===== config.mk =====
export PLATFORM = sky130hd
export DESIGN_NAME = pipeline_stall_ctrl
export DESIGN_NICKNAME = d
export VERILOG_FILES = /design/src/rtl/pipeline_ctrl_pkg.sv /design/src/rtl/mem_wait_timer.sv /design/src/rtl/pipeline_stall_ctrl.sv
export SDC_FILE = /design/constraint.sdc
export NUM_CORES = 1
export LEC_CHECK = 0
export CAP_MARGIN = 25
export CORE_MARGIN = 5
export CORE_UTILIZATION = 31
export CTS_CLUSTER_SIZE = 25
export DETAILED_ROUTE_END_ITERATION = 10
export PLACE_DENSITY = 0.93
export SLEW_MARGIN = 25
export SYNTH_ARGS = -nofsm -noshare
export SYNTH_HDL_FRONTEND = slang
export SYNTH_SLANG_ARGS = --single-unit

===== constraint.sdc =====
create_clock -name clk -period 3.4 [get_ports clk]
set_clock_uncertainty 0.2 [all_clocks]
set_input_delay 1.02 -clock clk [delete_from_list [all_inputs] [get_ports clk]]
set_output_delay 1.02 -clock clk [all_outputs]
set_load 0.1 [all_outputs]

===== src/rtl/pipeline_ctrl_pkg.sv =====
// ----------------------------------------------------------------------------
// pipeline_ctrl_pkg
//   Shared definitions for the pipeline stall/flush sequencer:
//   - state_t         : memory-handshake FSM encoding (RUN / WAIT / ERROR)
//   - REG_ZERO        : register number of the hard-wired zero register
//   - DEF_MEM_TIMEOUT : default number of wait cycles before the watchdog fires
//   - DEF_CNT_W       : default width of the wait counter
// ----------------------------------------------------------------------------
package pipeline_ctrl_pkg;

    typedef enum logic [1:0] {
        RUN   = 2'd0,
        WAIT  = 2'd1,
        ERROR = 2'd2
    } state_t;

    localparam logic [4:0] REG_ZERO        = 5'd0;
    localparam int         DEF_MEM_TIMEOUT = 16;
    localparam int         DEF_CNT_W       = 5;

endpackage


===== src/rtl/mem_wait_timer.sv =====
// ----------------------------------------------------------------------------
// mem_wait_timer
//   Counts cycles spent waiting on data memory and flags the watchdog limit.
//   The counter saturates at all-ones so it can never wrap back below the
//   limit while the FSM sits in ERROR.
// Ports
//   clk        in  pipeline clock, rising edge
//   reset      in  asynchronous active-low reset
//   i_clear    in  restart the count (entering the wait state)
//   i_count    in  one more cycle spent waiting
//   o_timeout  out count has reached MEM_TIMEOUT-1
// ----------------------------------------------------------------------------
module mem_wait_timer
    import pipeline_ctrl_pkg::*;
#(
    parameter int MEM_TIMEOUT = DEF_MEM_TIMEOUT,
    parameter int CNT_W       = DEF_CNT_W
) (
    input  logic clk,
    input  logic reset,
    input  logic i_clear,
    input  logic i_count,
    output logic o_timeout
);

    localparam logic [CNT_W-1:0] LIMIT   = CNT_W'(MEM_TIMEOUT - 1);
    localparam logic [CNT_W-1:0] CNT_MAX = {CNT_W{1'b1}};
    localparam logic [CNT_W-1:0] CNT_ONE = {{(CNT_W-1){1'b0}}, 1'b1};

    logic [CNT_W-1:0] r_cnt;

    // Saturating wait counter; clear wins over count.
    always_ff @(posedge clk or negedge reset) begin
        if (!reset) begin
            r_cnt <= {CNT_W{1'b0}};
        end else if (i_clear) begin
            r_cnt <= {CNT_W{1'b0}};
        end else if (i_count && (r_cnt != CNT_MAX)) begin
            r_cnt <= r_cnt + CNT_ONE;
        end else begin
            r_cnt <= r_cnt;
        end
    end

    assign o_timeout = (r_cnt == LIMIT);

endmodule


===== src/rtl/pipeline_stall_ctrl.sv =====
// ----------------------------------------------------------------------------
// pipeline_stall_ctrl
//   Stall/flush sequencer for a 5-stage MIPS pipeline: load-use bubble,
//   taken-branch flush, and the data-memory handshake with a watchdog.
//   Optional feature macro: PIPE_STALL_PERF_EN enables the two 32-bit
//   performance counters; without it both counter ports are tied to zero.
// Ports
//   clk, reset (async active-low)
//   id_rs, id_rt, ex_MemRead, ex_Write_Register  hazard detection inputs
//   ex_branch_taken                              branch resolved taken in EX
//   mem_MemRead, mem_MemWrite, mem_ack           MEM-stage handshake inputs
//   mem_req                                      data memory request
//   pc_write, if_id_write, id_ex_write, ex_mem_write  register enables
//   if_id_flush, id_ex_flush, mem_wb_bubble      NOP insertion controls
//   mem_error                                    sticky watchdog flag
//   stall_cycles, flush_count                    performance counters
// ----------------------------------------------------------------------------
module pipeline_stall_ctrl
    import pipeline_ctrl_pkg::*;
#(
    parameter int MEM_TIMEOUT = DEF_MEM_TIMEOUT,
    parameter int CNT_W       = DEF_CNT_W
) (
    input  logic        clk,
    input  logic        reset,
    input  logic [4:0]  id_rs,
    input  logic [4:0]  id_rt,
    input  logic        ex_MemRead,
    input  logic [4:0]  ex_Write_Register,
    input  logic        ex_branch_taken,
    input  logic        mem_MemRead,
    input  logic        mem_MemWrite,
    input  logic        mem_ack,
    output logic        mem_req,
    output logic        pc_write,
    output logic        if_id_write,
    output logic        if_id_flush,
    output logic        id_ex_write,
    output logic        id_ex_flush,
    output logic        ex_mem_write,
    output logic        mem_wb_bubble,
    output logic        mem_error,
    output logic [31:0] stall_cycles,
    output logic [31:0] flush_count
);

    state_t r_state;
    state_t w_state_next;
    logic   w_mem_access;
    logic   w_freeze;
    logic   w_load_use;
    logic   w_timeout;
    logic   w_enter_wait;

    assign w_mem_access = mem_MemRead | mem_MemWrite;
    assign w_freeze     = (w_mem_access & ~mem_ack) | (r_state == ERROR);
    assign w_load_use   = ex_MemRead & (ex_Write_Register != REG_ZERO) &
                          ((ex_Write_Register == id_rs) | (ex_Write_Register == id_rt));
    assign w_enter_wait = (r_state == RUN) & (w_state_next == WAIT);

    assign mem_req   = w_mem_access & (r_state != ERROR);
    // ERROR is terminal, so being in it is the sticky flag itself.
    assign mem_error = (r_state == ERROR);

    mem_wait_timer #(
        .MEM_TIMEOUT (MEM_TIMEOUT),
        .CNT_W       (CNT_W)
    ) u_mem_wait_timer (
        .clk       (clk),
        .reset     (reset),
        .i_clear   (w_enter_wait),
        .i_count   (r_state == WAIT),
        .o_timeout (w_timeout)
    );

    // Handshake FSM state register.
    always_ff @(posedge clk or negedge reset) begin
        if (!reset) begin
            r_state <= RUN;
        end else begin
            r_state <= w_state_next;
        end
    end

    // Handshake FSM next-state logic; an illegal encoding falls into ERROR.
    always_comb begin
        w_state_next = r_state;
        case (r_state)
            RUN: begin
                if (w_mem_access && !mem_ack) begin
                    w_state_next = WAIT;
                end else begin
                    w_state_next = RUN;
                end
            end
            WAIT: begin
                if (mem_ack) begin
                    w_state_next = RUN;
                end else if (w_timeout) begin
                    w_state_next = ERROR;
                end else begin
                    w_state_next = WAIT;
                end
            end
            ERROR:   w_state_next = ERROR;
            default: w_state_next = ERROR;
        endcase
    end

    // Enables and flushes: freeze beats branch, branch beats load-use.
    always_comb begin
        pc_write      = 1'b1;
        if_id_write   = 1'b1;
        id_ex_write   = 1'b1;
        ex_mem_write  = 1'b1;
        if_id_flush   = 1'b0;
        id_ex_flush   = 1'b0;
        mem_wb_bubble = 1'b0;
        if (w_freeze) begin
            pc_write      = 1'b0;
            if_id_write   = 1'b0;
            id_ex_write   = 1'b0;
            ex_mem_write  = 1'b0;
            mem_wb_bubble = 1'b1;
        end else if (ex_branch_taken) begin
            if_id_flush = 1'b1;
            id_ex_flush = 1'b1;
        end else if (w_load_use) begin
            pc_write    = 1'b0;
            if_id_write = 1'b0;
            id_ex_flush = 1'b1;
        end else begin
            pc_write = 1'b1;
        end
    end

`ifdef PIPE_STALL_PERF_EN
    logic [31:0] r_stall_cycles;
    logic [31:0] r_flush_count;

    // Performance counters, wrapping modulo 2^32.
    always_ff @(posedge clk or negedge reset) begin
        if (!reset) begin
            r_stall_cycles <= 32'd0;
            r_flush_count  <= 32'd0;
        end else begin
            if (!pc_write) begin
                r_stall_cycles <= r_stall_cycles + 32'd1;
            end else begin
                r_stall_cycles <= r_stall_cycles;
            end
            if (if_id_flush || id_ex_flush) begin
                r_flush_count <= r_flush_count + 32'd1;
            end else begin
                r_flush_count <= r_flush_count;
            end
        end
    end

    assign stall_cycles = r_stall_cycles;
    assign flush_count  = r_flush_count;
`else
    assign stall_cycles = 32'd0;
    assign flush_count  = 32'd0;
`endif

endmodule


### Yosys cells after proc, flatten, opt, wreduce, memory -nomap -nowiden

Cells that the tools add are included.
Widths: inputs -> output; s select.

| cells by class | value |
|---|---|
| add/subtract/negate cells | 1 |
| eq/ne operators | 8 |
| muxes and demuxes | 16 |
| bitwise operators | 9 |
| reductions and logical operators | 6 |

Operator list:

| cell | count |
|---|---|
| $mux 1 | 11 |
| $eq 5x5->1 | 2 |
| $mux 5 | 2 |
| $add 5x1->5 const B | 1 |
| $and 1x1->1 | 5 |
| $eq 5x4->1 const B | 1 |
| $ne 5x5->1 const B | 1 |
| $reduce_bool 5->1 | 1 |
| $eq 2x1->1 const B | 2 |
| $mux 2 | 2 |
| $pmux 2 s2 | 1 |
| $or 1x1->1 | 3 |
| $eq 2x2->1 const B | 1 |
| $logic_and 1x1->1 | 2 |
| $logic_not 2->1 | 1 |
| $ne 2x2->1 const B | 1 |
| $reduce_bool 2->1 | 1 |
| $logic_not 1->1 | 1 |
| $not 1->1 | 1 |

| storage, ports and cells | value |
|---|---|
| register bits after elaboration | 7 |
| input bits | 22 |
| output and inout port bits | 73 |

### Logic depth before layout (Yosys ltp)

| logic depth | value |
|---|---|
| word-level depth | 7 |
| mapped depth | 7 |
| mapped depth without buffers | 7 |

### By module

A second synthesis with hierarchy kept.

| second synthesis, totals | value |
|---|---|
| cell total of the unflattened synthesis | 126 |
| area, all modules | 1041.0 µm² |

Modules (own cells, without submodules):

| module | times used | cells each | area an instance (µm²) |
|---|---|---|---|
| pipeline_stall_ctrl | 1 | 102 | 768.2 |
| mem_wait_timer | 1 | 24 | 272.8 |

### Worst setup path after synthesis

Ideal clock, no wire load.

| timing | value |
|---|---|
| kind | input-to-output |
| start | input port mem_MemWrite |
| end | output port pc_write |
| data arrival time | 5734 ps |
| required time | 2180 ps |
| path slack | -3554 ps |
| cell stages on the path | 5 |
| path buffers | 1 |
| cell sequence | nor2_1 o21ai_0 inv_1 o31a_1 buf_4 |

| on the way | value |
|---|---|
| cells in the longest elaborated chain, start to end | 4 |

Ends and longest elaborated chain:

| element | RTL line | text |
|---|---|---|
| start: declaration | pipeline_stall_ctrl.sv:32 | `input logic mem_MemWrite,` |
| $or 1x1->1 | pipeline_stall_ctrl.sv:55 | `assign w_mem_access = mem_MemRead \| mem_MemWrite;` |
| $and 1x1->1 | pipeline_stall_ctrl.sv:56 | `assign w_freeze = (w_mem_access & ~mem_ack) \| (r_state == ERROR);` |
| $or 1x1->1 | pipeline_stall_ctrl.sv:56 |  |
| $mux 1 | -- |  |
| end: declaration | pipeline_stall_ctrl.sv:35 | `output logic pc_write,` |

Every way passes these cells.

### Worst setup path in the final report

| timing | value |
|---|---|
| start | input port ex_Write_Register[3] |
| end | output port pc_write |

| on the way | value |
|---|---|
| cells in the longest elaborated chain, start to end | 6 |
| elaborated cells on any way between the ends | 9 |
| those cells by class | 2 x eq/ne; 3 x mux; 3 x bitwise; 1 x reduce/logical |

Ends and longest elaborated chain:

| element | RTL line | text |
|---|---|---|
| start: declaration | pipeline_stall_ctrl.sv:29 | `input logic [4:0] ex_Write_Register,` |
| $eq 5x5->1 or $reduce_bool 5->1 (tied branches) | pipeline_stall_ctrl.sv:58, pipeline_stall_ctrl.sv:57 |  |
| $or 1x1->1 or $and 1x1->1 (tied branches) | pipeline_stall_ctrl.sv:58, pipeline_stall_ctrl.sv:57 |  |
| $and 1x1->1 * | pipeline_stall_ctrl.sv:57 | `assign w_load_use = ex_MemRead & (ex_Write_Register != REG_ZERO) &` |
| $mux 1 * | pipeline_stall_ctrl.sv:128 | `end else if (w_load_use) begin` |
| $mux 1 * | pipeline_stall_ctrl.sv:125 | `end else if (ex_branch_taken) begin` |
| $mux 1 * | pipeline_stall_ctrl.sv:119 | `if (w_freeze) begin` |

Every way passes the cells marked *; elsewhere a longest branch is shown, timed or not.

==> reports/results.ini <==
[run_status]
outcome = finished, violations left
violations = setup timing

[worst_setup_path]
crit_required_ns = 2.18
cp.arrival_ns = 2.20
path_class = in2out
crit_path_start_kind = primary input
worstPathMaxFanout = 3
end_kind = output port

[timing]
relSlewSlack_pct = 62.1
setup_violations = 2
tns_ns = -0.0382
rsz0062_at_grt = yes
period_minus_slack_ns = 3.42
drv_slew = 0
fmax_mhz = 292
worstMarginPinSlew_ns = 0.563
fin_crit_sh_pct = 101
finalHoldViolCount = 0
setup_slack_ns = -0.0191

[grt]
grt_pass1_vias = 625
track_usage_pct = 6.94
gr-total-overflow = 0
grt_max_degree = 8
grt_pass1_wl_mm = 2.49
antenna_found_initial = 0

[place]
placed_area_sq_mm = 0.00129
portBuffers = 30
numPlacedInstances = 201
gp_congestion = 0.795
hpwl_mm = 1.78

[synthesis]
synthTopCellsByArea = buf_4 48%, dfrtp_1 17%, xor2_1 10%, ha_1 3.7%, nor2_1 3.7%
yosysSeqAreaShare_pct = 17.1
ys.warnings.count = 0
ys_ff_latch = 7
synth.avg_cell_area_sq_um = 8.27
yosysUniqueCellTypes = 24
synth_cells = 124
synth-main-ff-cell = dfrtp_1
synth_top_area_share_pct = 48.3
synth.top_cells.by_count = 66 x buf_4, 12 x xor2_1, 10 x nor2_1
synth.most_common_cell = buf_4
synth-async-reset-ratio_pct = 100
synth_edf_count = 0
netlist_area_sq_mm = 0.00103
yosysTopAreaCell = buf_4

[floorplanning]
coreArea_sq_mm = 0.00310
ioPinCount = 95
fp.dieW_microns = 67.5
initial_core_util_pct = 33.1
rows = 20
die_h_microns = 67.5
die_area_sq_mm = 0.00456

[detailed_routing]
drt-total-wl_mm = 1.96
viasPerCell = 3.41
ant_nets = 0
drtPass1Iterations = 2
drc = 0
vias = 703
wl_per_cell_microns = 9.50
first_iter_violations = 7

[clock_tree]
cts.clk_slew.worst_paths_ns = 0.05
ctsHoldBuffers = 0
cts_buffers = 3
cts_sinks = 7
htree_levels = 1
cts_tree = done
clk_latency_ns = 0.25
root_buffer = clkbuf_4
clockBufferDepth = 2

[cells_and_area]
finalNetCount = 188
final_util_pct = 43.0
drive_above_1_share_pct = 25.9
layout.cells.non_filler = 206
diodes = 0
synthToLayoutAreaGrowth_pct = 30.0
final_area_sq_mm = 0.00133

[worst_hold_path]
hp-class = reg2reg

[power]
power.leakage_nw = 0.713
cellPowerDensity_mw_per_mm2 = 542
finalPower_mw = 0.723
peakVddDrop_v = 0.000243

[run]
cap_violations = 0

[placed cells by master, fill, tap and decap left out, drive strengths merged, types with 2 or more instances in the layout]
cell type / n
nor3: 2
conb: 64
buf: 24
clkinvlp: 2
a31o: 2
clkdlybuf4s15: 3
clkbuf: 4
dlygate4sd2: 7
ha: 3
o21ai: 2
xor2: 12
inv: 3
nor2: 10
nand2: 2
clkdlybuf4s50: 3
dfrtp: 7
[final cells by class]
class                      instances  area [sq um]
clock buffer                       4          26.3
fill                             315          1770
inverter                           5          26.3
multi-input combinational        109           647
sequential                         7           175
tap                               44          55.1
timing repair buffer              37           404
[critical path, stage by stage]
cell	delay [ns]
buf_6	0.10
or4_4	0.53
o21ai_4	0.18
o31a_4	0.20
buf_12	0.17
[layer usage]
layer	up-vias	share of wire, %	track usage [%]
met5	-	0	0
met1	319	28	6.41
met2	42	58	14.5
li1	340	-	-
met4	0	0.77	3.04
met3	2	13	0.998
[flip-flops by register name, indices dropped and copies added (netlist names)]
| signal | cells |
|---|---|
| r_state | 2 |
| u_mem_wait_timer.r_cnt | 5 |
[power breakdown]
group | total, mW | leakage (nW) | switching [mW] | internal [mW]
logic | 0.521 | 0.606 | 0.427 | 0.0939
clock network | 0.0734 | 0.0150 | 0.0287 | 0.0447
registers | 0.128 | 0.0915 | 0.0217 | 0.107
total | 0.723 | 0.713 | 0.477 | 0.245
[worst paths after layout]
path | from | endpoint | slack [ns] | cells past startpoint
hold reg to reg | u_mem_wait_timer.r_cnt[3]$_DFFE_PN0P_ | u_mem_wait_timer.r_cnt[3]$_DFFE_PN0P_ | 0.34 | 2
max in group asynchronous | reset | u_mem_wait_timer.r_cnt[0]$_DFFE_PN0P_ | 1.93 | 1
setup / recovery | ex_Write_Register[3] | pc_write | -0.02 | 5
hold / removal | u_mem_wait_timer.r_cnt[3]$_DFFE_PN0P_ | u_mem_wait_timer.r_cnt[3]$_DFFE_PN0P_ | 0.34 | 2
setup reg to reg | u_mem_wait_timer.r_cnt[0]$_DFFE_PN0P_ | u_mem_wait_timer.r_cnt[3]$_DFFE_PN0P_ | 1.37 | 7
min in group asynchronous | reset | u_mem_wait_timer.r_cnt[1]$_DFFE_PN0P_ | 0.83 | 1
[through the flow]
step	hold WS (ns)	worst slack [ns]
finish	0.335	-0.0191
global route	0.386	-0.0464
CTS	0.337	-0.0321
detailed placement	0.322	-0.443
global placement	0.321	-0.435
floorplan	0.297	-0.952
[logic make-up after synthesis]
kind of cell	share of synthesized area, %
AND/OR/NAND/NOR	11.0
other	0.366
XOR/XNOR	11.1
adder cells (fa/ha/maj)	3.66
multiplexers	0.976
buffers and inverters	50.1
flip-flops	17.1
AO/OA/AOI/OAI	5.73
[what timing repair did]
action,in CTS,in global routing
gates resized for setup,53,3
endpoints found under the setup margin,6,3
pin swaps,14,4
gates cloned,0,0
setup buffers,1,0
No activity file was read; power rests on OpenSTA's default activity.
